[config.mk]
export PLATFORM = sky130hd
export DESIGN_NAME = inst_fetch_unit_flat
export DESIGN_NICKNAME = d
export VERILOG_FILES = /design/src/rtl/inst_fetch_unit_pkg.sv /design/src/rtl/inst_fetch_unit_if.sv /design/src/rtl/inst_fetch_unit_pc_reg.sv /design/src/rtl/inst_fetch_unit.sv /design/src/flat_wrapper.sv
export SDC_FILE = /design/constraint.sdc
export NUM_CORES = 1
export LEC_CHECK = 0
export BUFFER_PORTS_ARGS = -buffer_cell sky130_fd_sc_hd__buf_2
export CORE_UTILIZATION = 25
export DETAILED_ROUTE_END_ITERATION = 7
export PLACE_DENSITY_LB_ADDON = 0.3
export SYNTH_ARGS = -nofsm -noshare
export SYNTH_HDL_FRONTEND = slang
export SYNTH_SLANG_ARGS = --single-unit
[constraint.sdc]
create_clock -name clk -period 2.92 [get_ports clk]
set_input_delay 0.292 -clock clk [delete_from_list [all_inputs] [get_ports clk]]
set_output_delay 0.292 -clock clk [all_outputs]
set_load 0.1 [all_outputs]
[src/rtl/inst_fetch_unit_pkg.sv]
// Shared MIPS core definitions: instruction field positions, common opcodes and the fetch FSM/PC-select types.
// Latency: none; this package holds only types and constants.
// Backpressure: not applicable.
package mips_pkg;

    localparam int ADDR_W_DEF = 32;
    localparam int INST_W_DEF = 32;

    // Instruction field positions
    localparam int OPC_MSB  = 31;
    localparam int OPC_LSB  = 26;
    localparam int FUNC_MSB = 5;
    localparam int FUNC_LSB = 0;

    // Encodings also used by the control unit
    localparam logic [5:0] OPC_RTYPE    = 6'b000000;
    localparam logic [5:0] FUNC_SYSCALL = 6'b001100;
    localparam logic [5:0] FUNC_ADD     = 6'b100000;

    typedef enum logic [1:0] {
        ST_IDLE    = 2'd0,
        ST_FETCH   = 2'd1,
        ST_DELIVER = 2'd2,
        ST_HALT    = 2'd3
    } fetch_state_t;

    typedef enum logic [1:0] {
        PC_HOLD  = 2'd0,
        PC_INC   = 2'd1,
        PC_REDIR = 2'd2
    } pc_sel_t;

endpackage

[src/rtl/inst_fetch_unit_if.sv]
// Bundles the instruction-memory read port and the decoder-facing instruction port of the fetch unit.
// Latency: none; wires only.
// Backpressure: mem_req held until mem_valid; inst_valid held until inst_ready.
interface inst_fetch_unit_if #(
    parameter int ADDR_W = mips_pkg::ADDR_W_DEF,
    parameter int INST_W = mips_pkg::INST_W_DEF
);
    // Instruction memory side
    logic              mem_req;
    logic [ADDR_W-1:0] mem_addr;
    logic [INST_W-1:0] mem_rdata;
    logic              mem_valid;

    // Decoder side
    logic [INST_W-1:0] inst;
    logic [5:0]        opcode;
    logic [5:0]        func;
    logic [ADDR_W-1:0] inst_pc;
    logic              inst_valid;
    logic              inst_ready;
    logic              halted;
    logic              redirect;
    logic [ADDR_W-1:0] redirect_pc;
    logic              fetch_halted;

    modport master (
        output mem_req, mem_addr, inst, opcode, func, inst_pc, inst_valid, fetch_halted,
        input  mem_rdata, mem_valid, inst_ready, halted, redirect, redirect_pc
    );

    modport slave (
        input  mem_req, mem_addr, inst, opcode, func, inst_pc, inst_valid, fetch_halted,
        output mem_rdata, mem_valid, inst_ready, halted, redirect, redirect_pc
    );
endinterface

[src/rtl/inst_fetch_unit_pc_reg.sv]
// Program counter register: reset load, +4 sequential advance from the delivered PC, or word-aligned redirect.
// Latency: new PC visible one cycle after the select is applied.
// Backpressure: none; holds its value whenever the select is PC_HOLD.
module fetch_pc_reg
    import mips_pkg::*;
#(
    parameter int                ADDR_W   = ADDR_W_DEF,
    parameter logic [ADDR_W-1:0] RESET_PC = '0
) (
    input  logic              clk,
    input  logic              reset,
    input  pc_sel_t           sel,
    input  logic [ADDR_W-1:0] inst_pc,
    input  logic [ADDR_W-1:0] redirect_pc,
    output logic [ADDR_W-1:0] pc
);

    localparam logic [ADDR_W-1:0] PC_STEP = ADDR_W'(4);

    // PC update; the +4 wraps naturally modulo 2^ADDR_W, redirect targets lose their byte offset
    always_ff @(posedge clk) begin
        if (reset) begin
            pc <= RESET_PC;
        end else begin
            unique case (sel)
                PC_INC:   pc <= inst_pc + PC_STEP;
                PC_REDIR: pc <= {redirect_pc[ADDR_W-1:2], 2'b00};
                default:  pc <= pc;
            endcase
        end
    end

endmodule

[src/rtl/inst_fetch_unit.sv]
// Fetch front end: issues one word read at PC, buffers the returned instruction and hands it to the decoder.
// Latency: inst_valid rises the cycle after mem_valid; next fetch starts the cycle after a decoder transfer.
// Backpressure: holds the buffered instruction stable while inst_ready is low; no fetch overlaps delivery.
module inst_fetch_unit
    import mips_pkg::*;
#(
    parameter int                ADDR_W   = ADDR_W_DEF,
    parameter int                INST_W   = INST_W_DEF,
    parameter logic [ADDR_W-1:0] RESET_PC = '0
) (
    input  logic                clk,
    input  logic                reset,
    inst_fetch_unit_if.master   bus
);

    fetch_state_t      state_q;
    fetch_state_t      state_d;
    pc_sel_t           pc_sel;
    logic              capture;
    logic [ADDR_W-1:0] pc;
    logic [INST_W-1:0] inst_q;
    logic [ADDR_W-1:0] inst_pc_q;

    fetch_pc_reg #(
        .ADDR_W   (ADDR_W),
        .RESET_PC (RESET_PC)
    ) u_pc (
        .clk         (clk),
        .reset       (reset),
        .sel         (pc_sel),
        .inst_pc     (inst_pc_q),
        .redirect_pc (bus.redirect_pc),
        .pc          (pc)
    );

    // State register
    always_ff @(posedge clk) begin
        if (reset) begin
            state_q <= ST_IDLE;
        end else begin
            state_q <= state_d;
        end
    end

    // Next state, PC select and capture strobe; halted/redirect only matter on an actual transfer
    always_comb begin
        state_d = state_q;
        pc_sel  = PC_HOLD;
        capture = 1'b0;
        unique case (state_q)
            ST_IDLE: begin
                state_d = ST_FETCH;
            end
            ST_FETCH: begin
                if (bus.mem_valid) begin
                    capture = 1'b1;
                    state_d = ST_DELIVER;
                end
            end
            ST_DELIVER: begin
                if (bus.inst_ready) begin
                    if (bus.halted) begin
                        state_d = ST_HALT;
                    end else if (bus.redirect) begin
                        pc_sel  = PC_REDIR;
                        state_d = ST_FETCH;
                    end else begin
                        pc_sel  = PC_INC;
                        state_d = ST_FETCH;
                    end
                end
            end
            default: begin
                state_d = ST_HALT;
            end
        endcase
    end

    // One-entry instruction buffer, loaded only by the response to our own request
    always_ff @(posedge clk) begin
        if (reset) begin
            inst_q    <= '0;
            inst_pc_q <= '0;
        end else if (capture) begin
            inst_q    <= bus.mem_rdata;
            inst_pc_q <= pc;
        end
    end

    // All handshake outputs decode from registered state, so inst_ready never reaches mem_req combinationally
    assign bus.mem_req      = (state_q == ST_FETCH);
    assign bus.mem_addr     = pc;
    assign bus.inst_valid   = (state_q == ST_DELIVER);
    assign bus.fetch_halted = (state_q == ST_HALT);
    assign bus.inst         = inst_q;
    assign bus.inst_pc      = inst_pc_q;
    assign bus.opcode       = inst_q[OPC_MSB:OPC_LSB];
    assign bus.func         = inst_q[FUNC_MSB:FUNC_LSB];

endmodule

[src/flat_wrapper.sv]
// flat-port wrapper written by rule: the top's interface ports become plain ports
module inst_fetch_unit_flat import mips_pkg::*;
#(
    parameter int                ADDR_W   = ADDR_W_DEF,
    parameter int                INST_W   = INST_W_DEF,
    parameter logic [ADDR_W-1:0] RESET_PC = '0
)
  (clk, reset, bus_mem_req, bus_mem_addr, bus_inst, bus_opcode, bus_func, bus_inst_pc, bus_inst_valid, bus_fetch_halted, bus_mem_rdata, bus_mem_valid, bus_inst_ready, bus_halted, bus_redirect, bus_redirect_pc);
  inst_fetch_unit_if #(.ADDR_W(ADDR_W), .INST_W(INST_W)) bus_i ();
  input  logic clk;
  input  logic reset;
  output wire logic [$bits(bus_i.mem_req)-1:0] bus_mem_req;
  output wire logic [$bits(bus_i.mem_addr)-1:0] bus_mem_addr;
  output wire logic [$bits(bus_i.inst)-1:0] bus_inst;
  output wire logic [$bits(bus_i.opcode)-1:0] bus_opcode;
  output wire logic [$bits(bus_i.func)-1:0] bus_func;
  output wire logic [$bits(bus_i.inst_pc)-1:0] bus_inst_pc;
  output wire logic [$bits(bus_i.inst_valid)-1:0] bus_inst_valid;
  output wire logic [$bits(bus_i.fetch_halted)-1:0] bus_fetch_halted;
  input wire logic [$bits(bus_i.mem_rdata)-1:0] bus_mem_rdata;
  input wire logic [$bits(bus_i.mem_valid)-1:0] bus_mem_valid;
  input wire logic [$bits(bus_i.inst_ready)-1:0] bus_inst_ready;
  input wire logic [$bits(bus_i.halted)-1:0] bus_halted;
  input wire logic [$bits(bus_i.redirect)-1:0] bus_redirect;
  input wire logic [$bits(bus_i.redirect_pc)-1:0] bus_redirect_pc;
  assign bus_mem_req = bus_i.mem_req;
  assign bus_mem_addr = bus_i.mem_addr;
  assign bus_inst = bus_i.inst;
  assign bus_opcode = bus_i.opcode;
  assign bus_func = bus_i.func;
  assign bus_inst_pc = bus_i.inst_pc;
  assign bus_inst_valid = bus_i.inst_valid;
  assign bus_fetch_halted = bus_i.fetch_halted;
  assign bus_i.mem_rdata = bus_mem_rdata;
  assign bus_i.mem_valid = bus_mem_valid;
  assign bus_i.inst_ready = bus_inst_ready;
  assign bus_i.halted = bus_halted;
  assign bus_i.redirect = bus_redirect;
  assign bus_i.redirect_pc = bus_redirect_pc;
  inst_fetch_unit #(.ADDR_W(ADDR_W), .INST_W(INST_W), .RESET_PC(RESET_PC)) u_core (.clk(clk), .reset(reset), .bus(bus_i));
endmodule
==> run_results.csv, run 1 <==
group,metric,value,unit
detailed_routing,drtPass1Iterations,4,
global_routing,pin_count_of_the_biggest_net_entering_global_routing,55,
finish,fin_nets,756,
clock_network,cts_buffers,9,
critical_path,worst_setup_path_type,"register to register",
power_and_ir_drop,internal_power,2120,uW
power_and_ir_drop,switching_share,30.3,%
timing,setup_tns,0,ns
critical_path,timing.reg2reg.worst_path_depth,6,
timing,period_share,83.1,%
clock_network,cts_max_path_buffers,2,
finish,layout_common_cells,"sky130_fd_sc_hd__buf_2, sky130_fd_sc_hd__nand2_1, sky130_fd_sc_hd__dfxtp_1, sky130_fd_sc_hd__a21oi_1, sky130_fd_sc_hd__nor2_1",
floorplan,initial_utilization,25.7,%
global_routing,antenna_found_initial,0,
timing,upper_clock_frequency_limit,412,MHz
synthesis,number_of_synthesized_flops_with_an_enable_pin,0,
detailed_routing,detail_route.vias_per_cell,4.52,
critical_path,worst-endpoint-required,3.19,ns
clock_network,htree_num_levels,3,
floorplan,fp-row-count,47,
detailed_routing,initial_drc_count,176,
power_and_ir_drop,share_seq_of_total_power,45.5,%
floorplan,floorplan.core_area,0.0166,sq mm
placement,post-dp-hpwl,8960,microns
detailed_routing,vias,4113,
detailed_routing,totalWireLength,13000,microns
power_and_ir_drop,power.share.combinational,16.1,%
critical_path,worstSetupStartpointType,"register",
timing,period_needed,2.43,ns
placement,finalWeightedCongestion,0.700,
clock_network,tritoncts_num_sinks,98,
power_and_ir_drop,power_frac_clock,38.4,%
timing,tightestPinTransition,0.866,ns
floorplan,chipHeight,133,microns
detailed_routing,route.antenna.remaining_nets,0,
global_routing,grt_busiest_layer,"met2",
critical_path,setup.worst_path.end_class,"register",
timing,timing.final.hold_violations,0,
global_routing,met3_usage,3.14,%
critical_path,worstPathMaxFanout,10,
placement,area_of_placed_instances,0.00530,sq mm
flow_run,max_cap_violations,0,
synthesis,synth_fp_nets,606,
timing,slew_violations,0,
timing,setup_viol,0,
clock_network,post_cts.resized_instances,0,
hold_path,worstHoldPathCells,3,
synthesis,avgSynthCellArea,8.00,sq um
synthesis,number_of_standard_cells_after_synthesis,534,
power_and_ir_drop,pwr_density_cell,545,mW/mm^2
global_routing,groute.layer.met2.usage,23.9,%
synthesis,synth.yosys.seq_area_share,45.9,%
timing,grt_setup_unrepaired,"no",
synthesis,synth.top_cell.area_share,45.9,%
power_and_ir_drop,switchingPower,921,uW
detailed_routing,drcViolationCount,0,
finish,diodes,0,
global_routing,gr-total-overflow,0,
global_routing,grt.met1_usage,19.6,%
clock_network,root_buffer,"sky130_fd_sc_hd__clkbuf_16",
critical_path,cp.arrival,2.70,ns
floorplan,die_width,133,microns
synthesis,largest_cells_by_area_after_synthesis,"sky130_fd_sc_hd__dfxtp_1, sky130_fd_sc_hd__nand2_1, sky130_fd_sc_hd__a21oi_1, sky130_fd_sc_hd__xnor2_1, sky130_fd_sc_hd__clkbuf_1",
power_and_ir_drop,finalPower,3040,uW
power_and_ir_drop,leakage,0.00229,uW
global_routing,grt_usage,15.0,%
floorplan,design.die.area,0.0176,sq mm
timing,skew,0.00872,ns
finish,layout_commonest_cell,"sky130_fd_sc_hd__buf_2",
global_routing,global_route_wire_length_before_repair,20600,microns
placement,buffer_ports.inserted,178,
floorplan,design.portCount,181,
outcome,outcome,"completed",
synthesis,synth-seq-cells,98,
synthesis,synth-warning-count,0,
clock_network,worstSkewPairLatency,0.35,ns
finish,drive_above_1_share,31.5,%
synthesis,post_synth_instance_area,0.00427,sq mm
global_routing,via_count_of_the_first_global_routing_pass,3868,
clock_network,postCtsHoldBufs,0,
timing,slew_headroom,42.1,%
power_and_ir_drop,vdd.ir_drop.worst,0.000274,V
synthesis,synth_top_flop_cell,"sky130_fd_sc_hd__dfxtp_1",
clock_network,tritoncts,"done",
finish,layout-area-overhead-vs-synth,30.7,%
synthesis,netlist.top_cell.by_area,"sky130_fd_sc_hd__dfxtp_1",
synthesis,ys_async_sr_fraction,0,%
clock_network,cts_post_setup_buffers_inserted,0,
detailed_routing,wire_per_inst,14.3,microns
clock_network,clk_transition_reported_paths,0.07,ns
finish,post-route-cell-area,0.00558,sq mm
synthesis,synthDistinctLibCells,39,
hold_path,timing.hold.worst.class,"input port to register",
## power groups by stage
stage	Clock [uW]	Combinational (uW)	Sequential, uW
finish	1170	490	1380
global route	1260	516	1390
CTS	1210	495	1380
detailed placement	0	494	1420
global placement	0	495	1410
floorplan	0	187	1610
## worst paths after layout
| path | start | end | slack (ns) |
|---|---|---|---|
| hold / removal | bus_mem_rdata[17] | u_core.bus.inst[17]$_SDFFE_PP0P_ | 0.18 |
| setup reg to reg | u_core.state_q[1]$_SDFFE_PP0P_ | u_core.u_pc.pc[18]$_SDFFE_PP0P_ | 0.49 |
| setup / recovery | u_core.state_q[1]$_SDFFE_PP0P_ | u_core.u_pc.pc[18]$_SDFFE_PP0P_ | 0.49 |
| hold reg to reg | u_core.bus.inst[10]$_SDFFE_PP0P_ | u_core.bus.inst[10]$_SDFFE_PP0P_ | 0.45 |
## sequential cells by signal, indices dropped and copies added (netlist names)
register	count
u_core.bus.inst_pc	32
u_core.u_pc.pc	32
u_core.bus.inst	32
u_core.state_q	2
## through the flow
step / util, % / hold WS, ns / instances / setup slack, ns
3_5_place_dp: 31.9 / 0.447 / 893 / 0.496
5_1_grt: 33.5 / 0.169 / 909 / 0.209
2_1_floorplan: - / 0.428 / 534 / 0.204
6_report: 33.5 / 0.180 / 909 / 0.494
3_3_place_gp: 31.9 / 0.441 / 893 / 0.524
4_1_cts: 33.5 / 0.156 / 909 / 0.453
## synthesized netlist by cell type (8+ instances only)
cell type                    n
sky130_fd_sc_hd__a211oi_1    9
sky130_fd_sc_hd__a21oi_1    79
sky130_fd_sc_hd__a22oi_1     9
sky130_fd_sc_hd__buf_4      12
sky130_fd_sc_hd__clkbuf_1   27
sky130_fd_sc_hd__dfxtp_1    98
sky130_fd_sc_hd__inv_1      10
sky130_fd_sc_hd__nand2_1   147
sky130_fd_sc_hd__nand3_1     8
sky130_fd_sc_hd__nor2_1     19
sky130_fd_sc_hd__o21ai_0     9
sky130_fd_sc_hd__o22ai_1    16
sky130_fd_sc_hd__xnor2_1    17
sky130_fd_sc_hd__xor2_1      9
## worst max-delay path: stages, from the launching register on
cell and delay, ns:
sky130_fd_sc_hd__dfxtp_1 0.43, sky130_fd_sc_hd__nand2b_1 0.14, sky130_fd_sc_hd__or3_1 0.37, sky130_fd_sc_hd__ha_1 0.36, sky130_fd_sc_hd__nor2b_1 0.70, sky130_fd_sc_hd__a22oi_1 0.17, sky130_fd_sc_hd__o22ai_1 0.19
## metal layers
metal / vias to the layer above / routed length (microns)
li1: 2096 / -
met1: 1877 / 6110
met2: 128 / 6020
met3: 12 / 665
met4: 0 / 194
met5: - / 0
## kinds of logic after synthesis
family          Yosys count  share of synthesized area (%)
fa+ha+maj                 2                          0.586
mux                       4                          0.937
buf+inv                  60                           6.71
xor+xnor                 26                           5.33
compound gates          129                           17.5
simple gates            215                           23.0
flops                    98                           45.9
## area by class of cell
class                           count  area, sq um
Clock buffer                       13          240
Fill cell                        1844        11100
Inverter                           11         41.3
Multi-Input combinational cell    376         2030
Tap cell                          220          275
Clock inverter                      3         40.0
Timing Repair Buffer              188          993
Sequential cell                    98         1960
(Power assumes the default switching activity.)
==> run 2, diff against run 1 <==
clock period = 2.4 ns   (was 2.92 ns; I/O delays follow)
==> run_results.csv, run 2 (same netlist as run 1, synthesis figures left out) <==
group,metric,value,unit
critical_path,worstSetupStartpointType,"register",
power_and_ir_drop,power_frac_clock,38.9,%
floorplan,design.portCount,181,
floorplan,design.die.area,0.0176,sq mm
finish,layout_common_cells,"sky130_fd_sc_hd__buf_2, sky130_fd_sc_hd__nand2_1, sky130_fd_sc_hd__dfxtp_1, sky130_fd_sc_hd__a21oi_1, sky130_fd_sc_hd__nor2_1",
critical_path,critical_path.endpoint,"u_core.u_pc.pc[18]$_SDFFE_PP0P_",
critical_path,worst_setup_path_type,"register to register",
floorplan,floorplan.core_area,0.0166,sq mm
critical_path,setup.worst_path.end_class,"register",
global_routing,via_count_of_the_first_global_routing_pass,3883,
detailed_routing,wire_per_inst,14.1,microns
finish,post-route-cell-area,0.00568,sq mm
timing,upper_clock_frequency_limit,461,MHz
floorplan,initial_utilization,25.7,%
timing,timing.final.hold_violations,0,
power_and_ir_drop,share_seq_of_total_power,44.9,%
global_routing,global_route_wire_length_before_repair,20600,microns
critical_path,timing.rr.end,"u_core.u_pc.pc[18]$_SDFFE_PP0P_",
detailed_routing,initial_drc_count,177,
clock_network,root_buffer,"sky130_fd_sc_hd__clkbuf_16",
clock_network,tritoncts,"done",
critical_path,worst-endpoint-required,2.67,ns
floorplan,die_width,133,microns
timing,setup_viol,0,
power_and_ir_drop,pwr_density_cell,658,mW/mm^2
outcome,outcome,"completed",
finish,layout.core_utilization,34.1,%
timing,period_needed,2.17,ns
flow_run,max_cap_violations,0,
placement,post-dp-hpwl,9080,microns
finish,multi_input_comb_area,0.00203,sq mm
timing,setup_tns,0,ns
timing,grt_setup_unrepaired,"no",
floorplan,fp-row-count,47,
timing,tightestPinTransition,0.728,ns
clock_network,worstSkewPairLatency,0.35,ns
global_routing,antenna_found_initial,0,
critical_path,timing.reg2reg.worst_path_depth,8,
timing,period_share,90.4,%
power_and_ir_drop,switching_share,30.7,%
power_and_ir_drop,switchingPower,1150,uW
global_routing,pin_count_of_the_biggest_net_entering_global_routing,47,
placement,finalWeightedCongestion,0.745,
critical_path,r2r_start,"u_core.state_q[0]$_SDFFE_PP0P_",
power_and_ir_drop,vdd.ir_drop.worst,0.000313,V
detailed_routing,vias,4134,
detailed_routing,totalWireLength,13000,microns
timing,slew_headroom,51.5,%
finish,fill_cells,1829,
floorplan,chipHeight,133,microns
finish,seqCellArea,0.00198,sq mm
power_and_ir_drop,finalPower,3740,uW
timing,skew,0.00910,ns
clock_network,cts_max_path_buffers,2,
critical_path,r2r_setup_slack,0.23,ns
placement,buffer_ports.inserted,178,
finish,layout-area-overhead-vs-synth,33.0,%
power_and_ir_drop,internal_power,2590,uW
detailed_routing,detail_route.vias_per_cell,4.50,
power_and_ir_drop,leakage,0.00233,uW
detailed_routing,drcViolationCount,0,
detailed_routing,route.antenna.remaining_nets,0,
timing,slew_violations,0,
critical_path,cp.arrival,2.44,ns
global_routing,gr-total-overflow,0,
global_routing,grt_usage,14.9,%
clock_network,clk_transition_reported_paths,0.07,ns
detailed_routing,drtPass1Iterations,4,
finish,fin_nets,764,
placement,area_of_placed_instances,0.00538,sq mm
hold_path,timing.hold.worst.class,"input port to register",
clock_network,htree_num_levels,3,
clock_network,tritoncts_num_sinks,98,
finish,drive_above_1_share,34.7,%
finish,layout_commonest_cell,"sky130_fd_sc_hd__buf_2",
critical_path,timing.critical_path.from,"u_core.state_q[0]$_SDFFE_PP0P_",
critical_path,worstPathMaxFanout,15,
power_and_ir_drop,power.share.combinational,16.2,%
clock_network,cts_buffers,9,
-- run 2: cell types whose count changed in the layout (fill, tap and decap cells not counted), sizes merged --
cell / before / now
clkinv: 3 / 2
buf: 188 / 196
inv: 10 / 11
clkinvlp: 0 / 3
diode: 0 / 1
clkbuf: 13 / 10
-- run 2: critical path: stages, from the launching register on --
cell,delay (ns)
sky130_fd_sc_hd__dfxtp_1,0.30
sky130_fd_sc_hd__nand2b_1,0.19
sky130_fd_sc_hd__or3_1,0.37
sky130_fd_sc_hd__ha_1,0.35
sky130_fd_sc_hd__buf_4,0.20
sky130_fd_sc_hd__nor2_1,0.17
sky130_fd_sc_hd__buf_6,0.21
sky130_fd_sc_hd__nand2_1,0.17
sky130_fd_sc_hd__o22ai_1,0.14
-- run 2: final cells by class --
class                      count  share of cell area [%]
multi-input combinational    376                    35.7
sequential                    98                    34.8
timing repair buffer         196                    18.6
tap                          220                    4.84
clock buffer                  10                    4.03
clock inverter                 6                    1.17
inverter                      11                   0.727
antenna                        1                  0.0440
-- run 2: routing by layer --
metal | GRT usage (%) | wire [microns] | vias up
met2 | 23.5 | 5900 | 118
li1 | - | - | 2109
met5 | 0 | 0 | -
met1 | 19.8 | 6250 | 1895
met3 | 3.91 | 666 | 12
met4 | 4.85 | 170 | 0
-- run 2: worst min path at each step --
| stage | start | cells past startpoint | endpoint |
|---|---|---|---|
| floorplan | bus_mem_rdata[0] | 2 | u_core.bus.inst[0]$_SDFFE_PP0P_ |
| global placement | u_core.bus.inst[14]$_SDFFE_PP0P_ | 2 | u_core.bus.inst[14]$_SDFFE_PP0P_ |
| detailed placement | u_core.bus.inst[20]$_SDFFE_PP0P_ | 2 | u_core.bus.inst[20]$_SDFFE_PP0P_ |
| CTS | bus_mem_rdata[14] | 3 | u_core.bus.inst[14]$_SDFFE_PP0P_ |
| global route | bus_mem_rdata[27] | 3 | u_core.bus.inst[27]$_SDFFE_PP0P_ |
| finish | bus_mem_rdata[20] | 3 | u_core.bus.inst[20]$_SDFFE_PP0P_ |
-- run 2: repair_timing --
item,in CTS,in global routing
resized for setup,0,1
setup buffers,0,0
hold buffers,0,0
endpoints found under the setup margin,0,3
-- run 2: through the flow --
stage	instances	hold slack, ns	setup slack [ns]
floorplan	534	0.376	0.000537
detailed placement	901	0.443	0.207
global route	917	0.111	0.0304
global placement	901	0.440	0.246
finish	918	0.125	0.230
CTS	917	0.105	0.180
-- run 2: power by group through the flow --
stage               sequential, uW  clock, uW  combinational [uW]
finish                        1680       1460                 604
global route                  1690       1570                 636
CTS                           1680       1510                 609
detailed placement            1720          0                 609
global placement              1720          0                 610
floorplan                     1960          0                 227
